<file path="src/rtl/mod_up_cnt_pkg.sv">
// rtl/mod_up_cnt_pkg.sv - shared types and constants for the modulo up-counter
package mod_up_cnt_pkg;

  // Default counter width in bits
  localparam int DEF_WIDTH = 4;

  // Counter control states
  typedef enum logic [1:0] {
    ST_IDLE = 2'd0,
    ST_RUN  = 2'd1,
    ST_DONE = 2'd2
  } state_t;

endpackage

</file>
<file path="src/rtl/mod_up_cnt.sv">
// rtl/mod_up_cnt.sv - start/load controlled up-counter with limit, one-shot and wrap flag
module mod_up_cnt
  import mod_up_cnt_pkg::*;
#(
  parameter int WIDTH = DEF_WIDTH
) (
  input  logic             clk,
  input  logic             rst,
  input  logic             start,
  input  logic             en,
  input  logic             load,
  input  logic [WIDTH-1:0] load_val,
  input  logic [WIDTH-1:0] limit,
  input  logic             oneshot,
  output logic [WIDTH-1:0] count,
  output logic             tc,
  output logic             ovf,
  output logic             busy,
  output logic             done
);

  localparam logic [WIDTH-1:0] ALL_ONES = '1;

  state_t           r_state;
  logic [WIDTH-1:0] r_count;
  logic             r_tc;
  logic             r_ovf;
  logic [WIDTH-1:0] r_limit_q;
  logic             r_mode_q;

  state_t           w_state_nxt;
  logic [WIDTH-1:0] w_count_nxt;
  logic             w_tc_nxt;
  logic             w_ovf_nxt;
  logic [WIDTH-1:0] w_limit_nxt;
  logic             w_mode_nxt;
  logic             w_term;

  // Terminal also fires at all-ones so a load_val above the limit still wraps
  assign w_term = (r_count == r_limit_q) || (r_count == ALL_ONES);

  // Next-state decode: load beats start, start beats en; tc is a pulse so it defaults low
  always_comb begin
    w_state_nxt = r_state;
    w_count_nxt = r_count;
    w_tc_nxt    = 1'b0;
    w_ovf_nxt   = r_ovf;
    w_limit_nxt = r_limit_q;
    w_mode_nxt  = r_mode_q;
    if (load) begin
      w_count_nxt = load_val;
      w_ovf_nxt   = 1'b0;
      w_state_nxt = ST_IDLE;
    end else begin
      case (r_state)
        ST_IDLE: begin
          if (start) begin
            w_limit_nxt = limit;
            w_mode_nxt  = oneshot;
            w_state_nxt = ST_RUN;
          end
        end
        ST_RUN: begin
          if (en) begin
            if (w_term) begin
              w_tc_nxt = 1'b1;
              if (r_mode_q) begin
                w_state_nxt = ST_DONE;
              end else begin
                w_count_nxt = '0;
                w_ovf_nxt   = 1'b1;
              end
            end else begin
              w_count_nxt = r_count + 1'b1;
            end
          end
        end
        ST_DONE: begin
          if (start) begin
            w_limit_nxt = limit;
            w_mode_nxt  = oneshot;
            w_state_nxt = ST_RUN;
          end
        end
        default: begin
          w_state_nxt = ST_IDLE;
        end
      endcase
    end
  end

  // State and datapath registers with synchronous reset
  always_ff @(posedge clk) begin
    if (rst) begin
      r_state   <= ST_IDLE;
      r_count   <= '0;
      r_tc      <= 1'b0;
      r_ovf     <= 1'b0;
      r_limit_q <= ALL_ONES;
      r_mode_q  <= 1'b0;
    end else begin
      r_state   <= w_state_nxt;
      r_count   <= w_count_nxt;
      r_tc      <= w_tc_nxt;
      r_ovf     <= w_ovf_nxt;
      r_limit_q <= w_limit_nxt;
      r_mode_q  <= w_mode_nxt;
    end
  end

  assign count = r_count;
  assign tc    = r_tc;
  assign ovf   = r_ovf;
  assign busy  = (r_state == ST_RUN);
  assign done  = (r_state == ST_DONE);

endmodule
</file>
<file path="config.mk">
export PLATFORM = sky130hd
export DESIGN_NAME = mod_up_cnt
export DESIGN_NICKNAME = d
export VERILOG_FILES = /design/src/rtl/mod_up_cnt_pkg.sv /design/src/rtl/mod_up_cnt.sv
export SDC_FILE = /design/constraint.sdc
export NUM_CORES = 1
export LEC_CHECK = 0
export ABC_AREA = 1
export BUFFER_PORTS_ARGS = -buffer_cell sky130_fd_sc_hd__buf_2
export CORE_AREA = 2 2 43 45
export DETAILED_ROUTE_END_ITERATION = 7
export DIE_AREA = 0 0 45 47
export GPL_ROUTABILITY_DRIVEN = 0
export HOLD_SLACK_MARGIN = 0.12
export PLACE_DENSITY = 0.73
export SYNTH_ARGS = -nofsm -noshare
export SYNTH_HDL_FRONTEND = slang
export SYNTH_SLANG_ARGS = --single-unit
</file>
<file path="constraint.sdc">
create_clock -name clk -period 1.95 [get_ports clk]
set_input_delay 0.39 -clock clk [delete_from_list [all_inputs] [get_ports clk]]
set_output_delay 0.39 -clock clk [all_outputs]
set_load 0.1 [all_outputs]
</file>
==> run_results.csv, run 1 <==
group,metric,value,unit
clock_tree,cts.htree.levels,1,
critical_path,required,1.56,ns
power_and_ir_drop,p_leak,0.5095,nW
die,ios,22,
die,initial_core_util,46.14,%
clock_tree,clock_latency,0.28,ns
die,std_cell_rows,15,
clock_tree,cts_setup_buffers,0,
timing,fin_ws,0.2088,ns
die,fp.dieH,47,µm
global_routing,gr-total-overflow,0,
placement,hpwl,1318,µm
clock_tree,clk_pin_slew,0.08,ns
synthesis,ys_ff_latch,13,
timing,hold_viol,0,
critical_path,crit_fanout,6,
timing,layout_min_cycle_time,1.741,ns
timing,timing.fmax,574.3,MHz
critical_path,slowest_stage,"buf_2",
critical_path,r2r_cells,11,
clock_tree,cts-root-buf,"clkbuf_4",
critical_path,crit_cells,3,
synthesis,synthCells,120,
timing,slew_headroom,67.83,%
die,dieArea,2115,µm²
clock_tree,ctsLongestPathBuffers,2,
layout,fin_cells,160,
clock_tree,cts_tree,"built",
route,drt-total-wl,1697,µm
timing,setup_viol,0,
placement,port-buffer-count,21,
placement,dp_cells,156,
critical_path,cp_slowest_stage_delay,0.43,ns
route,dr.first_iter.drc_count,18,
timing,fin_skew,0.008129,ns
synthesis,synth_edf_count,0,
layout,syn_to_final_growth,19.54,%
timing,setup_tns,0,ns
global_routing,gr-usage-all-layers,19.81,%
timing,whs,0.3170,ns
timing,tightestPinTransition,0.4859,ns
critical_path,critPathCaptureType,"output port",
synthesis,yosys_most_used_dff,"dfxtp_1",
critical_path,critPathBufInv,2,
layout,fillers,162,
global_routing,grt_start_max_net_pins,12,
layout,stdcell_area,910.9,µm²
route,dr_total_vias,783,
layout,final_nets,159,
synthesis,synthesis.area,762.0,µm²
die,fp.dieW,45,µm
layout,diodes,0,
layout,drive_above_1_share,28.67,%
critical_path,path_delay_family,"buffers and inverters",
timing,rsz0062_at_grt,"false",
die,core,1652,µm²
min_path,min_path_type,"primary input to flip-flop",
status,status,"completed",
critical_path,cp_cell_sequence,"nand2_1 > inv_2 > buf_2",
route,first_pass_iters,4,
layout,fin_util,55.15,%
synthesis,synth.distinct_cells,20,
clock_tree,hold_buffers,0,
clock_tree,clkSinkCount,13,
clock_tree,cts_buffers,3,
route,drt.antenna.violating_nets,0,
synthesis,syn_area_per_cell,6.350,µm²
synthesis,synth_nets,135,
critical_path,worstSetupPathType,"flip-flop to output port",
timing,finalCritPeriodShare,89.29,%
route,routed_via_density,4.894,
synthesis,yosysWarnings,0,
timing,finalMaxSlewViolations,0,
placement,postPlaceCellArea,884.6,µm²
global_routing,grt_pass1_vias,691,
min_path,hold-path-cell-count,3,
route,drc_errors,0,
run,drv_cap,0,
synthesis,async_reset_ff_share,0,%
power_and_ir_drop,power_density,731.1,nW/µm²
synthesis,ys_seq_area_share,34.15,%
critical_path,critPathLaunchType,"flip-flop",
placement,dp_worst_setup_slack,0.5114,ns
power_and_ir_drop,vdd_ir_drop_max,0.3954,mV
global_routing,grt_pass1_wl,2925,µm
critical_path,crit_arrival,1.35,ns
power_and_ir_drop,power,0.6660,mW
global_routing,antenna_found_initial,0,
route,wl_per_cell,10.61,µm
clock_tree,post_cts_resized,0,
==> synthesized netlist by cell type (2+ instances only) <==
cell type  instances  area [µm²]
o21ai_0            4       20.02
nand2_2            2       12.51
nor2_2             2       12.51
o211ai_1           5       37.54
nand4_1            2       12.51
a21oi_1            4       20.02
nor2_1            14       52.55
nand2_4            2       22.52
inv_1             12       45.04
inv_2              6       22.52
nand3_1            6       30.03
nand2_1           41       153.9
dfxtp_1           13       260.3
==> layout by cell type, fill, tap and decap left out, drive strengths merged <==
cell,Yosys,routed
o22ai,1,1
buf,1,21
o211ai,5,5
ha,1,1
inv,18,18
nand4,2,2
nor2,16,16
clkbuf,1,4
nand3,8,8
nand2,45,45
o21ai,5,5
a21oi,4,4
dfxtp,13,13
==> state kept, by name, indices dropped and copies added (netlist names) <==
signal / count
r_state: 2
count: 4
r_mode_q: 1
r_limit_q: 4
ovf: 1
tc: 1
==> path summary, 6_finish.rpt <==
check	start	end	slack [ns]
min	limit[2]	r_limit_q[2]	0.32
max reg2reg	count[2]	count[0]	0.57
max	r_state[0]	busy	0.21
min reg2reg	r_state[1]	r_state[1]	0.47
==> worst register-to-register path, cell delays in order (launching register included) <==
cell,delay [ns]
dfxtp_1,0.45
inv_2,0.06
nand2_1,0.05
nand2_1,0.06
nor2_2,0.11
nand2_2,0.09
nand2_4,0.13
nand2_4,0.06
nand3_4,0.10
nand2_1,0.07
nand2_1,0.06
nor2_1,0.04
==> power by group <==
group          switching, mW  internal [mW]  leakage [nW]
clock                 0.0919         0.0794        0.0150
combinational          0.142         0.0518         0.387
sequential            0.0173          0.283         0.107
==> final cells by class <==
class	count	area, µm²	share of cell area, %
inverters	18	67.56	7.418
flip-flops and latches	13	262.8	28.85
multi-input cells	87	427.9	46.98
repair buffers	21	105.1	11.54
well taps	17	21.27	2.335
clock buffers	4	26.28	2.885
==> kinds of logic (layout without fill, tap and decap cells) <==
logic type | count (synthesis) | after routing | share of synthesized area, %
AND/OR/NAND/NOR | 71 | 71 | 42.53
adder cells (fa/ha/maj) | 1 | 1 | 1.642
AO/OA/AOI/OAI | 15 | 15 | 11.66
flip-flops | 13 | 13 | 34.15
buffers and inverters | 20 | 43 | 10.01
==> routing by layer <==
metal | wire (µm) | vias to the layer above | part of all wire, % | global-route usage [%]
li1 | - | 424 | - | -
met2 | 803 | 19 | 47 | 32.57
met4 | 37 | 0 | 2.2 | 10.59
met3 | 69 | 5 | 4.1 | 4.615
met1 | 786 | 335 | 46 | 24.12
met5 | 0 | - | 0 | 0
Note: power is estimated with default switching activity, not from simulation.
==> run 2, diff against run 1 <==
==> config.mk (replaced) <==
export PLATFORM = sky130hd
export DESIGN_NAME = mod_up_cnt
export DESIGN_NICKNAME = d
export VERILOG_FILES = /design/src/rtl/mod_up_cnt_pkg.sv /design/src/rtl/mod_up_cnt.sv
export SDC_FILE = /design/constraint.sdc
export NUM_CORES = 1
export LEC_CHECK = 0
export ABC_AREA = 0
export CORE_AREA = 2 2 40 42
export DETAILED_ROUTE_END_ITERATION = 7
export DIE_AREA = 0 0 42 44
export DONT_BUFFER_PORTS = 1
export GPL_ROUTABILITY_DRIVEN = 0
export SYNTH_ARGS = -nofsm -noshare
export SYNTH_HDL_FRONTEND = slang
export SYNTH_SLANG_ARGS = --single-unit
==> run 2 against run 1 <==
Fmax up 7.7%. First-iteration DRC count decreased by 67%. Worst hold slack got worse by 0.15 ns. Utilization decreased by 1.1 points. Combinational power decreased by 24%. Flip-flop and latch count unchanged.
==> run_results.csv, run 2 <==
group,metric,value,unit
synthesis,ys_top_cells_by_area,"dfxtp_1 (40%), xnor2_1 (8.0%), a211oi_1 (6.8%)",
timing,timing.fmax,618.4,MHz
synthesis,synthesis.area,658.1,µm²
synthesis,synth_nets,85,
power_and_ir_drop,power,0.6134,mW
route,drt-total-wl,1395,µm
synthesis,ys_ff_latch,13,
timing,fin_skew,0.01061,ns
critical_path,required,2.14,ns
clock_tree,clkSinkCount,13,
global_routing,grt_use_met1,20.20,%
placement,dp_worst_setup_slack,0.3451,ns
layout,final_nets,96,
power_and_ir_drop,power_density,799.8,nW/µm²
route,dr.first_iter.drc_count,6,
clock_tree,cts_buffers,3,
run,drv_cap,0,
route,drt.antenna.violating_nets,0,
timing,slew_headroom,61.08,%
synthesis,synth_edf_count,0,
clock_tree,ctsLongestPathBuffers,2,
synthesis,post-synth-top-area-fraction,39.54,%
layout,drive_above_1_share,23.75,%
timing,fin_ws,0.3328,ns
die,core,1419,µm²
clock_tree,clk_pin_slew,0.08,ns
die,fp.dieW,42,µm
synthesis,yosys_most_used_dff,"dfxtp_1",
layout,layout_common_cells,"dfxtp_1 (9), buf_4 (8), xnor2_1 (6), nor2_1 (6), a211oi_1 (6)",
global_routing,use_met3,3.750,%
critical_path,cp_slowest_stage_delay,0.36,ns
critical_path,crit_fanout,7,
route,drc_errors,0,
timing,rsz0062_at_grt,"false",
clock_tree,post_cts_resized,0,
timing,finalCritPeriodShare,82.93,%
critical_path,crit_arrival,1.81,ns
placement,hpwl,1066,µm
global_routing,use_met2,27.81,%
status,status,"completed",
layout,stdcell_area,767.0,µm²
clock_tree,cts_tree,"built",
global_routing,grt_start_max_net_pins,13,
layout,layout_commonest_cell,"dfxtp_1",
global_routing,gr-total-overflow,0,
timing,whs,0.1640,ns
critical_path,slowest_stage,"dfxtp_2",
clock_tree,cts-root-buf,"clkbuf_4",
synthesis,synth.distinct_cells,26,
power_and_ir_drop,vdd_ir_drop_max,0.3981,mV
timing,setup_tns,0,ns
layout,diodes,0,
layout,fin_util,54.06,%
critical_path,critPathCaptureType,"flip-flop",
layout,syn_to_final_growth,16.54,%
global_routing,gr-max-usage-layer,"met2",
synthesis,ys_seq_area_share,39.54,%
timing,setup_viol,0,
critical_path,critPathBufInv,0,
timing,finalMaxSlewViolations,0,
route,first_pass_iters,3,
die,dieArea,1848,µm²
synthesis,yosys.area.top_type,"dfxtp_1",
layout,multi_input_area,395.4,µm²
global_routing,antenna_found_initial,0,
synthesis,netlist_top_cells_count,"dfxtp_1 (13), nor2b_1 (7), a211oi_1 (6), nor2_1 (6), xnor2_1 (6)",
critical_path,path_delay_family,"compound AO/OA/AOI/OAI gates",
global_routing,grt_pass1_vias,545,
placement,port-buffer-count,0,
synthesis,syn_area_per_cell,9.402,µm²
clock_tree,cts_setup_buffers,0,
die,std_cell_rows,14,
synthesis,async_reset_ff_share,0,%
timing,hold_viol,0,
synthesis,yosysWarnings,0,
route,routed_via_density,5.792,
power_and_ir_drop,p_leak,0.2806,nW
die,initial_core_util,46.38,%
placement,postPlaceCellArea,740.7,µm²
critical_path,critPathLaunchType,"flip-flop",
route,dr_total_vias,556,
synthesis,yosysMostFrequentCell,"dfxtp_1",
critical_path,worstSetupPathType,"flip-flop to flip-flop",
layout,seq_area,265.3,µm²
die,fp.dieH,44,µm
clock_tree,hold_buffers,0,
min_path,min_path_type,"primary input to flip-flop",
synthesis,synthCells,70,
route,wl_per_cell,14.53,µm
die,ios,22,
timing,layout_min_cycle_time,1.617,ns
global_routing,grt_pass1_wl,2352,µm
layout,fin_cells,96,
placement,dp_cells,92,
clock_tree,clock_latency,0.28,ns
timing,tightestPinTransition,0.5816,ns
critical_path,cp_cell_sequence,"ha_1 > and3_2 > a41oi_2 > nand3b_1 > a311oi_1",
global_routing,gr-usage-all-layers,16.83,%
clock_tree,cts.htree.levels,1,
layout,fillers,138,
[run 2: cell count changes after synthesis, moves of 3 or more]
cell | previous run | this run
nand2_1 | 41 | 3
inv_1 | 12 | 0
nor2_1 | 14 | 6
nor2b_1 | 0 | 7
a211oi_1 | 0 | 6
inv_2 | 6 | 0
xnor2_1 | 0 | 6
nand3_1 | 6 | 1
o211ai_1 | 5 | 0
a211o_1 | 0 | 4
a21oi_1 | 4 | 0
o21ai_0 | 4 | 0
nand3b_1 | 0 | 3
[run 2: path summary, 6_finish.rpt]
| kind | from | end | slack (ns) | cells after the start |
|---|---|---|---|---|
| min | rst | count[2] | 0.16 | 1 |
| max | count[0] | count[1] | 0.33 | 5 |
| max reg2reg | count[0] | count[1] | 0.33 | 5 |
| min reg2reg | r_mode_q | r_mode_q | 0.56 | 2 |
[run 2: logic make-up after synthesis]
group           count (synthesis)  synth area share, %
xor+xnor                        6                7.985
mux                             1                1.521
buf+inv                         2                1.141
compound gates                 21                26.04
fa+ha+maj                       1                1.901
flops                          13                39.54
simple gates                   26                21.86
[run 2: layout make-up]
class / count / share of cell area [%]
multi-input cells: 55 / 51.55
flip-flops and latches: 13 / 34.58
repair buffers: 8 / 7.830
clock buffers: 4 / 3.426
well taps: 16 / 2.610
[run 2: worst register-to-register path: stages, from the launching register on]
cell	delay, ns
dfxtp_2	0.36
ha_1	0.22
and3_2	0.23
a41oi_2	0.33
nand3b_1	0.14
a311oi_1	0.27
[run 2: layer usage]
metal  share of wire [%]  wire, µm
met5                   0         0
met4                 1.6        23
met2                  49       678
met3                 5.2        72
met1                  44       619
[run 2: where the power goes]
group | internal (mW) | total, mW | switching, mW | leakage, nW
clock network | 0.0793 | 0.165 | 0.0856 | 0.0150
registers | 0.283 | 0.301 | 0.0182 | 0.108
logic | 0.0479 | 0.148 | 0.0997 | 0.158
total | 0.410 | 0.613 | 0.204 | 0.281
